**src/rtl/core_pkg.sv**
```systemverilog
// Shared constants, FSM state encoding and opcode helpers for the RISC core control path.
package core_pkg;

    localparam int         PC_W     = 9;
    localparam logic [4:0] LINK_REG = 5'd31;

    localparam logic [5:0] OP_J    = 6'd1;
    localparam logic [5:0] OP_JR   = 6'd2;
    localparam logic [5:0] OP_JAL  = 6'd3;
    localparam logic [5:0] OP_HALT = 6'h3F;

    typedef enum logic [2:0] {
        ST_IDLE      = 3'd0,
        ST_FETCH     = 3'd1,
        ST_DECODE    = 3'd2,
        ST_EXECUTE   = 3'd3,
        ST_WRITEBACK = 3'd4,
        ST_HALT      = 3'd5
    } state_e;

    function automatic logic is_jump_op(input logic [5:0] op);
        return (op == OP_J) || (op == OP_JR) || (op == OP_JAL);
    endfunction

endpackage

```
**src/rtl/pc_sequencer_if.sv**
```systemverilog
// Instruction-memory, jump-unit and link-write signals between the sequencer and its neighbours.
interface pc_sequencer_if;
    import core_pkg::*;

    logic [PC_W-1:0] imem_addr;
    logic            imem_re;
    logic            imem_ready;
    logic [31:0]     imem_rdata;
    logic [31:0]     inst_reg;
    logic [PC_W-1:0] pc;
    logic [PC_W-1:0] jmp_new_pc;
    logic [PC_W-1:0] jmp_link;
    logic            rf_link_we;
    logic [4:0]      rf_link_addr;
    logic [31:0]     rf_link_data;

    modport master (
        output imem_addr, imem_re, inst_reg, pc, rf_link_we, rf_link_addr, rf_link_data,
        input  imem_ready, imem_rdata, jmp_new_pc, jmp_link
    );

    modport slave (
        input  imem_addr, imem_re, inst_reg, pc, rf_link_we, rf_link_addr, rf_link_data,
        output imem_ready, imem_rdata, jmp_new_pc, jmp_link
    );

endinterface

```
**src/rtl/next_pc_mux.sv**
```systemverilog
// Combinational next-PC select: jump beats taken branch beats sequential increment (wraps).
module next_pc_mux
    import core_pkg::*;
(
    input  logic [5:0]      op_i,
    input  logic [PC_W-1:0] pc_i,
    input  logic [PC_W-1:0] jmp_new_pc_i,
    input  logic            br_taken_i,
    input  logic [PC_W-1:0] br_target_i,
    output logic [PC_W-1:0] next_pc_o
);

    always_comb begin
        if (is_jump_op(op_i)) begin
            next_pc_o = jmp_new_pc_i;
        end else if (br_taken_i) begin
            next_pc_o = br_target_i;
        end else begin
            next_pc_o = pc_i + PC_W'(1);
        end
    end

endmodule

```
**src/rtl/pc_sequencer.sv**
```systemverilog
// Program counter and multi-cycle fetch/decode/execute/writeback control for the RISC core.
module pc_sequencer
    import core_pkg::*;
(
    input  logic            clk,
    input  logic            rst,
    input  logic            start,
    input  logic            br_taken,
    input  logic [PC_W-1:0] br_target,
    output logic            exec_en,
    output logic            halted,
    pc_sequencer_if.master  bus
);

    state_e          state_q, state_d;
    logic [PC_W-1:0] pc_q, pc_d;
    logic [31:0]     ir_q, ir_d;
    logic            br_q, br_d;
    logic [PC_W-1:0] next_pc;
    logic [5:0]      op;

    assign op = ir_q[31:26];

    next_pc_mux u_next_pc (
        .op_i         (op),
        .pc_i         (pc_q),
        .jmp_new_pc_i (bus.jmp_new_pc),
        .br_taken_i   (br_q),
        .br_target_i  (br_target),
        .next_pc_o    (next_pc)
    );

    always_ff @(posedge clk) begin
        if (rst) begin
            state_q <= ST_IDLE;
            pc_q    <= '0;
            ir_q    <= '0;
            br_q    <= 1'b0;
        end else begin
            state_q <= state_d;
            pc_q    <= pc_d;
            ir_q    <= ir_d;
            br_q    <= br_d;
        end
    end

    always_comb begin
        state_d = state_q;
        pc_d    = pc_q;
        ir_d    = ir_q;
        br_d    = br_q;
        case (state_q)
            ST_IDLE: begin
                if (start) state_d = ST_FETCH;
            end
            ST_FETCH: begin
                if (bus.imem_ready) begin
                    ir_d    = bus.imem_rdata;
                    state_d = ST_DECODE;
                end
            end
            ST_DECODE: begin
                state_d = (op == OP_HALT) ? ST_HALT : ST_EXECUTE;
            end
            ST_EXECUTE: begin
                // Branch condition is only meaningful while the ALU is enabled.
                br_d    = br_taken;
                state_d = ST_WRITEBACK;
            end
            ST_WRITEBACK: begin
                pc_d    = next_pc;
                state_d = ST_FETCH;
            end
            ST_HALT: begin
                state_d = ST_HALT;
            end
            default: begin
                state_d = ST_IDLE;
            end
        endcase
    end

    always_comb begin
        bus.imem_re    = (state_q == ST_FETCH);
        exec_en        = (state_q == ST_EXECUTE);
        halted         = (state_q == ST_HALT);
        // A reset landing on WRITEBACK must not let the link write through.
        bus.rf_link_we = (state_q == ST_WRITEBACK) && (op == OP_JAL) && !rst;
    end

    assign bus.imem_addr    = pc_q;
    assign bus.pc           = pc_q;
    assign bus.inst_reg     = ir_q;
    assign bus.rf_link_addr = LINK_REG;
    assign bus.rf_link_data = {{(32-PC_W){1'b0}}, bus.jmp_link};

endmodule

```
**src/flat_wrapper.sv**
```systemverilog
// flat-port wrapper written by rule: the top's interface ports become plain ports
module pc_sequencer_flat import core_pkg::*;
  (clk, rst, start, br_taken, br_target, exec_en, halted, bus_imem_addr, bus_imem_re, bus_inst_reg, bus_pc, bus_rf_link_we, bus_rf_link_addr, bus_rf_link_data, bus_imem_ready, bus_imem_rdata, bus_jmp_new_pc, bus_jmp_link);
  pc_sequencer_if bus_i ();
  input  logic clk;
  input  logic rst;
  input  logic start;
  input  logic br_taken;
  input  logic [PC_W-1:0] br_target;
  output logic exec_en;
  output logic halted;
  output wire logic [$bits(bus_i.imem_addr)-1:0] bus_imem_addr;
  output wire logic [$bits(bus_i.imem_re)-1:0] bus_imem_re;
  output wire logic [$bits(bus_i.inst_reg)-1:0] bus_inst_reg;
  output wire logic [$bits(bus_i.pc)-1:0] bus_pc;
  output wire logic [$bits(bus_i.rf_link_we)-1:0] bus_rf_link_we;
  output wire logic [$bits(bus_i.rf_link_addr)-1:0] bus_rf_link_addr;
  output wire logic [$bits(bus_i.rf_link_data)-1:0] bus_rf_link_data;
  input wire logic [$bits(bus_i.imem_ready)-1:0] bus_imem_ready;
  input wire logic [$bits(bus_i.imem_rdata)-1:0] bus_imem_rdata;
  input wire logic [$bits(bus_i.jmp_new_pc)-1:0] bus_jmp_new_pc;
  input wire logic [$bits(bus_i.jmp_link)-1:0] bus_jmp_link;
  assign bus_imem_addr = bus_i.imem_addr;
  assign bus_imem_re = bus_i.imem_re;
  assign bus_inst_reg = bus_i.inst_reg;
  assign bus_pc = bus_i.pc;
  assign bus_rf_link_we = bus_i.rf_link_we;
  assign bus_rf_link_addr = bus_i.rf_link_addr;
  assign bus_rf_link_data = bus_i.rf_link_data;
  assign bus_i.imem_ready = bus_imem_ready;
  assign bus_i.imem_rdata = bus_imem_rdata;
  assign bus_i.jmp_new_pc = bus_jmp_new_pc;
  assign bus_i.jmp_link = bus_jmp_link;
  pc_sequencer u_core (.clk(clk), .rst(rst), .start(start), .br_taken(br_taken), .br_target(br_target), .exec_en(exec_en), .halted(halted), .bus(bus_i));
endmodule
```
**config.mk**
```make
export PLATFORM = sky130hd
export DESIGN_NAME = pc_sequencer_flat
export DESIGN_NICKNAME = d
export VERILOG_FILES = /design/src/rtl/core_pkg.sv /design/src/rtl/pc_sequencer_if.sv /design/src/rtl/next_pc_mux.sv /design/src/rtl/pc_sequencer.sv /design/src/flat_wrapper.sv
export SDC_FILE = /design/constraint.sdc
export NUM_CORES = 1
export LEC_CHECK = 0
export BUFFER_PORTS_ARGS = -buffer_cell sky130_fd_sc_hd__buf_2
export CAP_MARGIN = 20
export CORE_MARGIN = 1.5
export CORE_UTILIZATION = 45
export DETAILED_ROUTE_END_ITERATION = 10
export PLACE_DENSITY = 0.88
export SLEW_MARGIN = 20
export SYNTH_ARGS = -nofsm -noshare
export SYNTH_HDL_FRONTEND = slang
export SYNTH_SLANG_ARGS = --single-unit
```
**constraint.sdc**
```tcl
create_clock -name clk -period 3.02 [get_ports clk]
set_input_delay 0.151 -clock clk [delete_from_list [all_inputs] [get_ports clk]]
set_output_delay 0.151 -clock clk [all_outputs]
set_load 0.01 [all_outputs]
```
## Word-level counts from Yosys, hierarchy flattened

Index checks and enable logic that the tools add are counted.

| cells by class | value |
|---|---|
| equal/unequal tests | 11 |
| reductions and logical operators | 8 |
| muxes and demuxes | 6 |
| $add $sub $neg | 1 |

Operators by type and width:

| cell | number |
|---|---|
| 9-bit 2-to-1 mux | 2 |
| 3-bit one-hot mux with 6 select lines | 1 |
| 6-bit by 2-bit == test with 1-bit output (second input constant) | 2 |
| 9-bit by 1-bit adder with 9-bit output (second input constant) | 1 |
| 3-bit 2-to-1 mux | 3 |
| 3-bit by 2-bit == test with 1-bit output (second input constant) | 2 |
| 3-bit == test (second input constant) | 2 |
| 6-bit by 1-bit == test with 1-bit output (second input constant) | 1 |
| 6-bit == test (second input constant) | 1 |
| 2-bit AND reduction | 2 |
| 3-bit by 1-bit == test with 1-bit output (second input constant) | 1 |
| 3-bit zero test | 1 |
| 1-bit logical AND | 2 |
| 1-bit logical OR | 2 |
| 2-bit by 1-bit inequality test with 1-bit output (second input constant) | 1 |
| 2-bit inequality test (second input constant) | 1 |
| 1-bit zero test | 1 |

| storage, ports and cells | value |
|---|---|
| flip-flop bits (word level) | 45 |
| input port bits | 64 |
| output and inout port bits | 91 |
| logic and storage cells | 30 |

## Logic depth before layout (Yosys ltp)

Gate-level depths: netlist of run 1.

| logic depth | value |
|---|---|
| depth in word-level cells | 4 |
| mapped depth | 7 |
| depth with buffers taken out | 5 |

## By module

From an unflattened synthesis of run 1, not the netlist that was laid out.

| unflattened totals | value |
|---|---|
| cells, all modules | 301 |
| area, all modules | 2383.5 um2 |

Modules (own cells, without submodules):

| module | seq. area each (um2) | area each (um2) | instances | cells each |
|---|---|---|---|---|
| pc_sequencer | 900.9 | 2016.9 | 1 | 246 |
| next_pc_mux | 0.0 | 366.6 | 1 | 55 |

## Worst setup path before layout of run 1

No wires, ideal clock.

| timing | value |
|---|---|
| path type | flip-flop to flip-flop |
| start | register u_core.ir_q[31], in the netlist u_core.bus.inst_reg[31] |
| end | register u_core.pc_q[2], in the netlist u_core.bus.imem_addr[2] |
| setup slack | 1.331 ns |
| stages on the path, launching flop included | 6 |
| period minus slack after synthesis | 1.689 ns |
| library setup time | 0.086 ns |
| data arrival time | 1.604 ns |
| buffers on the path | 1 |
| required time | 2.934 ns |
| path through | dfxtp_1 -> or4_4 -> or2_1 -> buf_2 -> mux2i_1 -> a211oi_1 |

| on the way | value |
|---|---|
| word-level cells in the longest chain between the ends | 4 |
| elaborated cells on any way between the ends | 6 |
| classes of those cells | eq/ne: 3; mux: 1; reduce/logical: 2 |

Ends and longest elaborated chain:

| item | RTL line | source |
|---|---|---|
| from (decl) | pc_sequencer.sv:17 | `logic [31:0] ir_q, ir_d;` |
| from (signal assigned) | pc_sequencer.sv:42 | `ir_q <= ir_d;` |
| 6-bit by 1-bit == test with 1-bit output or 6-bit by 2-bit == test with 1-bit output (tied branches) | core_pkg.sv:22 | `return (op == OP_J) \|\| (op == OP_JR) \|\| (op == OP_JAL);` |
| 1-bit logical OR | core_pkg.sv:22 |  |
| 1-bit logical OR (*) | core_pkg.sv:22 |  |
| 9-bit 2-to-1 mux (*) | next_pc_mux.sv:14 | `if (is_jump_op(op_i)) begin` |
| to (signal assigned) | pc_sequencer.sv:41 | `pc_q <= pc_d;` |
| to (decl) | pc_sequencer.sv:16 | `logic [PC_W-1:0] pc_q, pc_d;` |

Every way passes the cells marked *; elsewhere a longest branch is shown, timed or not.
A chain may end at the register's enable or synchronous reset.

## Worst setup path in the final report of run 1

| timing | value |
|---|---|
| start | register u_core.state_q[2] |
| end | output bus_rf_link_we |

| on the way | value |
|---|---|
| word-level cells in the longest chain between the ends | 3 |

Ends and longest elaborated chain:

| item | RTL line | source |
|---|---|---|
| from (decl) | pc_sequencer.sv:15 | `state_e state_q, state_d;` |
| from (signal assigned) | pc_sequencer.sv:40 | `state_q <= state_d;` |
| 3-bit == test | pc_sequencer.sv:88 | `bus.rf_link_we = (state_q == ST_WRITEBACK) && (op == OP_JAL) && !rst;` |
| 1-bit logical AND (2 in series) | pc_sequencer.sv:88 |  |
| to (decl) | flat_wrapper.sv:16 | `output wire logic [$bits(bus_i.rf_link_we)-1:0] bus_rf_link_we;` |

Every way passes these cells.

==> results by group, run 1 <==
Routing
  – DR pass1 iterations: 4
  – Drt total wl: 5201 um
  – WL per Instance: around 12 um
  – Wire length on met3: 411 um
  – Max layer used: met4
  – Drt initial violations: 98
  – WL met1: 2145 um
  – Drc violations: 0
  – Vias: 2130
  – Met2 WL: 2600 um
  – Vias per inst: 4.808
  – Post-route ant nets: 0

STA
  – RSZ-0062 raised after global routing: no
  – Fin crit period: roughly 2.0 ns
  – Setup total negative slack: 0 ns
  – Final setup fails: 0
  – Final Hold Fails: 0
  – Fin Clk Skew: roughly 0.0027 ns
  – Fmax: 509.6 MHz
  – Period utilisation layout: 0.6497
  – Max-slew violation count: 0
  – Max-Slew Margin vs Limit: 0.3066
  – Worst-margin pin slew: 1.038 ns

Synth
  – Leading area contributor after synthesis: dfxtp_1
  – Netlist cell types: 39
  – Top cells by area, synth: dfxtp_1, buf_4, nand2_1
  – Share of the synthesized area in the top cell type: 0.3902
  – Mapped Cells: 297
  – Sequential area share after synthesis: 0.3902
  – Post-synth ARST share: 0
  – Yosys warnings: 0
  – #FFs+latches synth: 45
  – Mean Syn Cell Area: 7.773 um2
  – Ys flop type: dfxtp_1
  – Number of flops mapped to enable cells by yosys: 0
  – Mapped Area: 2308 um2

Global routing
  – Initial antenna violation count: 0
  – First-pass GRT wire length: 7935 um
  – GR Overflow Total: 0
  – Largest net degree at the start of global routing: 47
  – Vias in the first global route: 1844
  – Total track usage: 0.1846

Die
  – Die X-Extent: 74.63 um
  – Starting Density: 0.4792
  – Ports: 155
  – Die ar.: 5569 um2
  – Rows: 25
  – Height of the chip: 74.63 um
  – Core Box Area: between 4000 and 5000 um2

Finish
  – Largest register FFs: 32
  – Post-layout util: 0.5665
  – Antenna diodes: 0
  – Most common cell after layout, fill and taps aside: buf_2
  – Commonest non-fill, non-tap cells in the layout: buf_2, nand2_1, dfxtp_1, a21oi_1, conb_1
  – Fin area: between 2000 and 3000 um2
  – Final nets: 440
  – Share of post-route cells with drive strength above 1: 0.3218
  – Finished Layout Cells: 443
  – Area growth syn-to-layout: 18.21%

Placement
  – DP HPWL: 3797 um
  – Placed Area: 2618 um2
  – Port bufs: 108
  – GP Congestion: approximately 0.84
  – Placed insts: 435

Clock tree
  – CTS Sinks: 45
  – Clock slew at reported path FFs: roughly 0.08 ns
  – CTS max path bufs: 2
  – Clock latency on the worst-skew pair: 0.29 ns
  – CTS HTree Levels: 2
  – Root Buffer Master: clkbuf_8
  – Num CTS Buffers: 5
  – Setup bufs post-CTS: 0
  – Hold-fix buffers, CTS: 0
  – # resized after CTS: 0
  – CTS tree: built

Worst hold path
  – Hold Crit Class: primary input to flip-flop

Setup path
  – Worst Path Required: 2.87 ns
  – Crit path largest cell delay: 0.60 ns
  – Largest fanout on the critical path: 10
  – Startpoint types: flip-flop
  – Slowest-stage cell, CP: or3b_2
  – Nature of the critical path endpoint: output port
  – Reg2reg setup slack: roughly 1.1 ns
  – WS Path Type: flip-flop to output port
  – Worst EP arrival: 1.81 ns
  – Sequence of cells on the critical path: or3b_2, nor4_1, buf_2

Flow run
  – Number of max-cap violations: 0

Outcome
  – Outcome: completed

Power
  – Pwr/cell area: 457.6 nW/um2
  – VDD IR max: 0.3207 mV
  – Static Leak: roughly 1.3 nW
[per-stage QoR]
step | hold WS [ns] | power [W] | setup slack (ns)
detailed placement | 0.3021 | 0.0008167 | 1.107
global route | 0.08175 | 0.001316 | 0.8428
finish | 0.09262 | 0.001249 | 1.058
global placement | 0.3021 | 0.0008140 | 1.197
floorplan | 0.2870 | 0.0007888 | 1.331
CTS | 0.07760 | 0.001263 | 1.042
[critical path: cells and delay by family (launching register included)]
kind | cells | cell delay (ns)
flops | 1 | 0.48
simple gates | 2 | 0.86
buf+inv | 1 | 0.18
[cell families after synthesis]
logic type	after synthesis	synth area share
compound gates	67	0.1762
xor+xnor	3	0.01138
fa+ha+maj	1	0.005419
buf+inv	66	0.1854
flops	45	0.3902
mux	3	0.01301
other cells	2	0.003253
simple gates	110	0.2152
[area by class of cell]
class,instances,area (um2)
sequential,45,900.9
timing repair buffer,109,548.0
multi-input combinational,212,1077
clock buffer,6,72.57
tap,67,83.83
inverter,2,7.507
clock inverter,2,38.79
fill,484,2088
[synth_stat cells (2+ instances only)]
cell / n
nand2_1: 71
buf_4: 46
dfxtp_1: 45
a21oi_1: 41
clkbuf_1: 12
nor2_1: 10
a211oi_1: 6
buf_2: 6
nand2b_1: 6
nor3_1: 5
o211ai_1: 4
o21a_1: 4
o311ai_1: 4
mux2i_1: 3
nand3_1: 3
xnor2_1: 3
and2_1: 2
conb_1: 2
inv_1: 2
nand4_1: 2
nor3b_1: 2
[path summary, 6_finish.rpt]
path                                             start                 endpoint  cells after the start
worst min register to register  u_core.bus.inst_reg[3]   u_core.bus.inst_reg[3]                      2
worst min-delay path                 bus_imem_rdata[5]   u_core.bus.inst_reg[5]                      3
worst max register to register       u_core.state_q[0]  u_core.bus.inst_reg[17]                      4
worst max-delay path                 u_core.state_q[2]           bus_rf_link_we                      3
[routing by layer]
metal	vias up	track usage
met5	-	0
met4	0	0.05657
met3	6	0.05622
met2	100	0.3204
met1	947	0.2199
li1	1077	-
[power breakdown]
part           leakage [nW]  switching [W]  internal, W
sequential            0.365      0.0000189     0.000616
combinational         0.834      0.0000991    0.0000695
clock                0.0554       0.000197     0.000248
total                  1.25       0.000315     0.000934
Note: power is estimated with default switching activity, not from simulation.
==> inputs of run 2 (changes only) <==
CORE_UTILIZATION = 42   (was 45)
PLACE_DENSITY = 0.83   (was 0.88)
clock period = 1.9 ns   (was 3.02 ns; I/O delays follow)
==> run 2 against run 1 <==
Net effect: global-route usage about the same; clock power up 30%; first-iteration DRC count stayed put; sequential power is 59% higher; critical endpoint is now u_core.bus.imem_addr[2]; die area is 6.8% higher; design area up 1.5%.
==> results by group, run 2 (synthesis gave the netlist of run 1 again) <==
Routing
  – Post-route ant nets: 0 (unchanged)
  – Drt total wl: 5513 um (was 5201 um)
  – Drt initial violations: 98 (unchanged)
  – Vias: 2193 (was 2130)
  – WL per Instance: 12.17 um (was 11.74 um)
  – DR pass1 iterations: 4 (unchanged)
  – Vias per inst: 4.841 (was 4.808)
  – Drc violations: 0 (unchanged)

Setup path
  – Worst Reg2Reg Path Length in Cells: 4 (unchanged)
  – R2r endpoint: u_core.bus.imem_addr[2] (was u_core.bus.inst_reg[17])
  – Nature of the critical path endpoint: flip-flop (was output port)
  – Largest fanout on the critical path: 9 (was 10)
  – CP Launch Point: u_core.bus.inst_reg[31] (was u_core.state_q[2])
  – Worst Path Required: 2.11 ns (was 2.87 ns)
  – Worst EP arrival: 2.01 ns (was 1.81 ns)
  – Worst Setup EP: u_core.bus.imem_addr[2] (was bus_rf_link_we)
  – WS Path Type: flip-flop to flip-flop (was flip-flop to output port)
  – Startpoint types: flip-flop (unchanged)
  – Reg2reg setup slack: 0.10 ns (was 1.09 ns)
  – Reg2reg start: u_core.bus.inst_reg[31] (was u_core.state_q[0])

Clock tree
  – CTS tree: built (unchanged)
  – Num CTS Buffers: 5 (unchanged)
  – # resized after CTS: 1 (was 0)
  – Root Buffer Master: clkbuf_8 (unchanged)
  – Clock slew at reported path FFs: 0.09 ns (was 0.08 ns)
  – Setup bufs post-CTS: 0 (unchanged)
  – CTS HTree Levels: 2 (unchanged)
  – Clock latency on the worst-skew pair: 0.29 ns (about the same)
  – Hold-fix buffers, CTS: 0 (unchanged)
  – CTS Sinks: 45 (unchanged)
  – CTS max path bufs: 2 (unchanged)

Power
  – Pwr/cell area: 675.4 nW/um2 (was 457.6 nW/um2)
  – Int Pwr: 0.001352 W (was 0.0009336 W)
  – Share of power burned in registers: 0.538 (was 0.508)
  – VDD IR max: 0.4846 mV (was 0.3207 mV)
  – Net Sw Frac: 0.2772 (was 0.2524)
  – Psw: 0.0005186 W (was 0.0003152 W)
  – Clk pwr share: 0.310 (was 0.357)
  – Comb pwr share: 0.152 (was 0.135)
  – Static Leak: 1.280 nW (was 1.255 nW)

Finish
  – Commonest non-fill, non-tap cells in the layout: buf_2, nand2_1, dfxtp_1, a21oi_1, conb_1 (unchanged)
  – Largest register FFs: 32 (unchanged)
  – Fillers: 525 (was 484)
  – Most common cell after layout, fill and taps aside: buf_2 (unchanged)
  – Share of post-route cells with drive strength above 1: 0.3420 (was 0.3218)
  – Area growth syn-to-layout: 20.00% (was 18.21%)
  – Antenna diodes: 0 (unchanged)
  – Post-layout util: 0.5322 (was 0.5665)
  – Fin area: 2770 um2 (was 2729 um2)
  – Final nets: 447 (was 440)

Worst hold path
  – Hold Crit Class: primary input to flip-flop (unchanged)

Placement
  – GP Congestion: 0.8016 (was 0.8435)
  – DP HPWL: 4048 um (was 3797 um)
  – Placed Area: 2674 um2 (was 2618 um2)
  – Port bufs: 108 (unchanged)

Global routing
  – Vias in the first global route: 2009 (was 1844)
  – Initial antenna violation count: 0 (unchanged)
  – GR Overflow Total: 0 (unchanged)
  – First-pass GRT wire length: 8956 um (was 7935 um)
  – Total track usage: 0.1843 (was 0.1846)
  – Largest net degree at the start of global routing: 22 (was 47)

Die
  – Ports: 155 (unchanged)
  – Die ar.: 5950 um2 (was 5569 um2)
  – Die X-Extent: 77.14 um (was 74.63 um)
  – Starting Density: 0.4435 (was 0.4792)
  – Rows: 26 (was 25)
  – Core Box Area: 5205 um2 (was 4817 um2)
  – Height of the chip: 77.14 um (was 74.63 um)

STA
  – Fin Clk Skew: 0.004060 ns (was 0.002733 ns)
  – Max-Slew Margin vs Limit: 0.5915 (was 0.3066)
  – RSZ-0062 raised after global routing: no (unchanged)
  – Setup total negative slack: 0 ns (unchanged)
  – Fmax: 556.6 MHz
  – Worst-margin pin slew: 0.6101 ns (was 1.038 ns)
  – Max-slew violation count: 0 (unchanged)
  – Final Hold Fails: 0 (unchanged)
  – Period utilisation layout: 0.9457
  – Final setup fails: 0 (unchanged)
  – Hold WS: 0.02836 ns (was 0.09262 ns)
  – Fin crit period: 1.797 ns

Outcome
  – Outcome: completed (unchanged)

Flow run
  – Number of max-cap violations: 0 (unchanged)
## run 2: changes by cell type in the layout (fill, tap and decap cells not counted)
| cell | delta |
|---|---|
| buf_4 | +7 |
| bufinv_16 | -1 |
| clkbuf_1 | -1 |
| clkinv_2 | +2 |
| clkinv_4 | -1 |
| clkinvlp_4 | +1 |
| dfxtp_1 | -1 |
| dfxtp_2 | +1 |
| nor4_1 | -1 |
| nor4_2 | +1 |
| or3b_2 | -1 |
| or3b_4 | +1 |
## run 2: layer usage
layer / share of wire / wire length [um] / track usage
met1: 0.42 / 2336 / 0.2168
met4: 0.014 / 77 / 0.06909
met3: 0.076 / 418 / 0.04524
met5: 0 / 0 / 0
met2: 0.49 / 2680 / 0.3211
## run 2: worst min-delay path by stage
stage / start / end / slack, ns / depth (start not counted)
after global routing: bus_imem_rdata[12] / u_core.bus.inst_reg[12] / 0.02 / 3
after global placement: bus_jmp_link[1] / bus_rf_link_data[1] / 0.19 / 0
final: bus_imem_rdata[15] / u_core.bus.inst_reg[15] / 0.03 / 3
after detailed placement: bus_jmp_link[1] / bus_rf_link_data[1] / 0.19 / 0
after CTS: bus_imem_rdata[15] / u_core.bus.inst_reg[15] / 0.02 / 3
after floorplan: bus_imem_rdata[0] / u_core.bus.inst_reg[0] / 0.23 / 2
## run 2: metrics by stage
stage / setup WS, ns / instances / power (W)
2_1_floorplan: 0.2106 / 323 / 0.001254
3_3_place_gp: 0.1896 / 445 / 0.001304
3_5_place_dp: 0.1363 / 445 / 0.001312
4_1_cts: 0.1050 / 453 / 0.001894
5_1_grt: 0.05618 / 453 / 0.001968
6_report: 0.1033 / 453 / 0.001871
## run 2: layout make-up
class	count	area, um2	area share
sequential	45	902.1	0.3257
timing repair buffer	116	600.6	0.2168
clock buffer	5	68.82	0.02484
multi-input combinational	212	1086	0.3920
clock inverter	3	17.52	0.006323
tap	70	87.58	0.03162
inverter	2	7.507	0.002710
## run 2: power by group through the flow
stage	combinational (W)	sequential, W	clock [W]
final	0.000285	0.00101	0.000580
after global routing	0.000318	0.00101	0.000637
after CTS	0.000285	0.00101	0.000602
after floorplan	0.000215	0.00104	0
after detailed placement	0.000283	0.00103	0
after global placement	0.000279	0.00103	0
## run 2: worst max-delay path: stages, from the launching register on
cell and delay (ns):
dfxtp_1 0.35, or4_4 0.58, or2_1 0.39, mux2i_1 0.17, a211oi_1 0.23
==> inputs of run 3 (changes only) <==
MAX_ROUTING_LAYER = met4   (was unset)
==> run 3 against run 2 <==
Net effect: power hardly changed; hold slack better by 0.00087 ns; sequential share of layout area unchanged; global-route usage is 0.52 points higher; sequential power is essentially flat; maximum frequency shrank 0.24%; first-iteration DRC count increased by 7.1%; count of clock-buffer cells in the layout stayed put; clock power hardly changed; utilization unchanged; final cell count did not move; worst setup slack worse by 0.0043 ns.
==> results by group, run 3 (synthesis gave the netlist of run 1 again) <==
Finish
  – Most common cell after layout, fill and taps aside: buf_2 (unchanged)
  – Fillers: 525 (unchanged)
  – Commonest non-fill, non-tap cells in the layout: buf_2, nand2_1, dfxtp_1, a21oi_1, conb_1 (unchanged)
  – Share of post-route cells with drive strength above 1: 0.3420 (unchanged)
  – Antenna diodes: 0 (unchanged)
  – Area growth syn-to-layout: 20.00% (unchanged)
  – Post-layout util: 0.5322 (unchanged)
  – Final nets: 447 (unchanged)
  – Largest register FFs: 32 (unchanged)

Global routing
  – Total track usage: 0.1895 (was 0.1843)
  – Vias in the first global route: 2009 (unchanged)
  – GR Overflow Total: 0 (unchanged)
  – First-pass GRT wire length: 8949 um (was 8956 um)
  – Initial antenna violation count: 0 (unchanged)
  – Largest net degree at the start of global routing: 22 (unchanged)

Clock tree
  – CTS max path bufs: 2 (unchanged)
  – Num CTS Buffers: 5 (unchanged)
  – Clock slew at reported path FFs: 0.09 ns (about the same)
  – Root Buffer Master: clkbuf_8 (unchanged)
  – CTS HTree Levels: 2 (unchanged)
  – CTS Sinks: 45 (unchanged)
  – CTS tree: built (unchanged)
  – Setup bufs post-CTS: 0 (unchanged)
  – Clock latency on the worst-skew pair: 0.29 ns (about the same)

Die
  – Die X-Extent: 77.14 um (unchanged)
  – Rows: 26 (unchanged)
  – Ports: 155 (unchanged)
  – Core Box Area: 5205 um2 (unchanged)
  – Height of the chip: 77.14 um (unchanged)
  – Starting Density: 0.4435 (unchanged)
  – Die ar.: 5950 um2 (unchanged)

Routing
  – Drt total wl: 5509 um (was 5513 um)
  – Drc violations: 0 (unchanged)
  – Drt initial violations: 105 (was 98)
  – Vias per inst: 4.865 (was 4.841)
  – WL per Instance: 12.16 um (was 12.17 um)
  – DR pass1 iterations: 4 (unchanged)
  – Post-route ant nets: 0 (unchanged)
  – Vias: 2204 (was 2193)

STA
  – Worst-margin pin slew: 0.6131 ns (was 0.6101 ns)
  – Max-Slew Margin vs Limit: 0.5895 (was 0.5915)
  – Final Hold Fails: 0 (unchanged)
  – Setup total negative slack: 0 ns (unchanged)
  – RSZ-0062 raised after global routing: no (unchanged)
  – Period utilisation layout: 0.9479 (was 0.9457)
  – Fin Clk Skew: 0.004906 ns (was 0.004060 ns)
  – Fmax: 555.2 MHz (was 556.6 MHz)
  – Fin crit period: 1.801 ns (was 1.797 ns)
  – Max-slew violation count: 0 (unchanged)
  – Final setup fails: 0 (unchanged)

Setup path
  – Reg2reg start: u_core.bus.inst_reg[31] (unchanged)
  – Startpoint types: flip-flop (unchanged)
  – Worst Reg2Reg Path Length in Cells: 4 (unchanged)
  – Worst Path Required: 2.11 ns (about the same)
  – Reg2reg setup slack: 0.1 ns (was 0.10 ns)
  – Nature of the critical path endpoint: flip-flop (unchanged)
  – WS Path Type: flip-flop to flip-flop (unchanged)
  – Largest fanout on the critical path: 9 (unchanged)
  – R2r endpoint: u_core.bus.imem_addr[2] (unchanged)
  – Worst EP arrival: 2.01 ns (about the same)

Power
  – VDD IR max: 0.4839 mV (was 0.4846 mV)
  – Comb pwr share: 0.152 (about the same)
  – Share of power burned in registers: 0.538 (about the same)
  – Pwr/cell area: 675.6 nW/um2 (was 675.4 nW/um2)
  – Int Pwr: 0.001352 W (about the same)
  – Static Leak: 1.280 nW (unchanged)
  – Psw: 0.0005191 W (was 0.0005186 W)
  – Clk pwr share: 0.310 (about the same)
  – Net Sw Frac: 0.2774 (was 0.2772)

Placement
  – Port bufs: 108 (unchanged)
  – GP Congestion: 0.8132 (was 0.8016)
  – DP HPWL: 4048 um (unchanged)

Worst hold path
  – Hold Crit Depth: 3 (unchanged)
  – Min-delay src: bus_imem_rdata[15] (unchanged)
  – Hold Path Sink: u_core.bus.inst_reg[15] (unchanged)
  – Hold Crit Class: primary input to flip-flop (unchanged)

Flow run
  – Number of max-cap violations: 0 (unchanged)

Outcome
  – Outcome: completed (unchanged)
==> run 3: worst max-delay path, cell delays in order, from the launching register on <==
cell	delay [ns]
dfxtp_1	0.35
or4_4	0.58
or2_1	0.39
mux2i_1	0.17
a211oi_1	0.23
==> run 3: metrics by stage <==
| step | hold WS (ns) | instances | worst slack (ns) | total power (W) | area, um2 |
|---|---|---|---|---|---|
| 2_1_floorplan | 0.2310 | 323 | 0.2106 | 0.001254 | 2406 |
| 3_3_place_gp | 0.1901 | 445 | 0.1896 | 0.001304 | 2674 |
| 3_5_place_dp | 0.1901 | 445 | 0.1363 | 0.001312 | 2674 |
| 4_1_cts | 0.02011 | 453 | 0.1050 | 0.001894 | 2763 |
| 5_1_grt | 0.01748 | 453 | 0.05618 | 0.001968 | 2770 |
| 6_report | 0.02923 | 453 | 0.09897 | 0.001872 | 2770 |
==> run 3: area by class of cell <==
type / instances / area [um2] / area share
flip-flops and latches: 45 / 902.1 / 0.3257
inverters: 2 / 7.507 / 0.002710
clock buffers: 5 / 68.82 / 0.02484
well taps: 70 / 87.58 / 0.03162
multi-input cells: 212 / 1086 / 0.3920
clock inverters: 3 / 17.52 / 0.006323
repair buffers: 116 / 600.6 / 0.2168
==> run 3: how the worst max path moves through the flow <==
stage | from | slack, ns | to
4_1_cts | u_core.bus.inst_reg[31] | 0.10 | bus_rf_link_we
6_report | u_core.bus.inst_reg[31] | 0.1 | u_core.bus.imem_addr[2]
5_1_grt | u_core.bus.inst_reg[31] | 0.06 | u_core.bus.imem_addr[4]
2_1_floorplan | u_core.bus.inst_reg[31] | 0.21 | u_core.bus.imem_addr[2]
3_5_place_dp | u_core.bus.inst_reg[31] | 0.14 | u_core.bus.imem_addr[2]
3_3_place_gp | u_core.bus.inst_reg[31] | 0.19 | u_core.bus.imem_addr[2]
==> run 3: timing repair <==
item,4_1_cts,5_1_grt
endpoints found under the setup margin,1,1
gates resized for setup,1,2
hold buffers,0,0
==> run 3: power groups by stage <==
stage | Combinational (W) | Sequential (W) | Clock (W)
floorplan | 0.000215 | 0.00104 | 0
global placement | 0.000279 | 0.00103 | 0
detailed placement | 0.000283 | 0.00103 | 0
CTS | 0.000285 | 0.00101 | 0.000602
global route | 0.000318 | 0.00101 | 0.000637
finish | 0.000285 | 0.00101 | 0.000580
==> run 3: per-layer routing <==
layer  global-route usage  part of all wire
met5                    -                 0
met4              0.06909             0.014
met1               0.2198              0.42
met2               0.3211              0.49
met3              0.04048             0.071
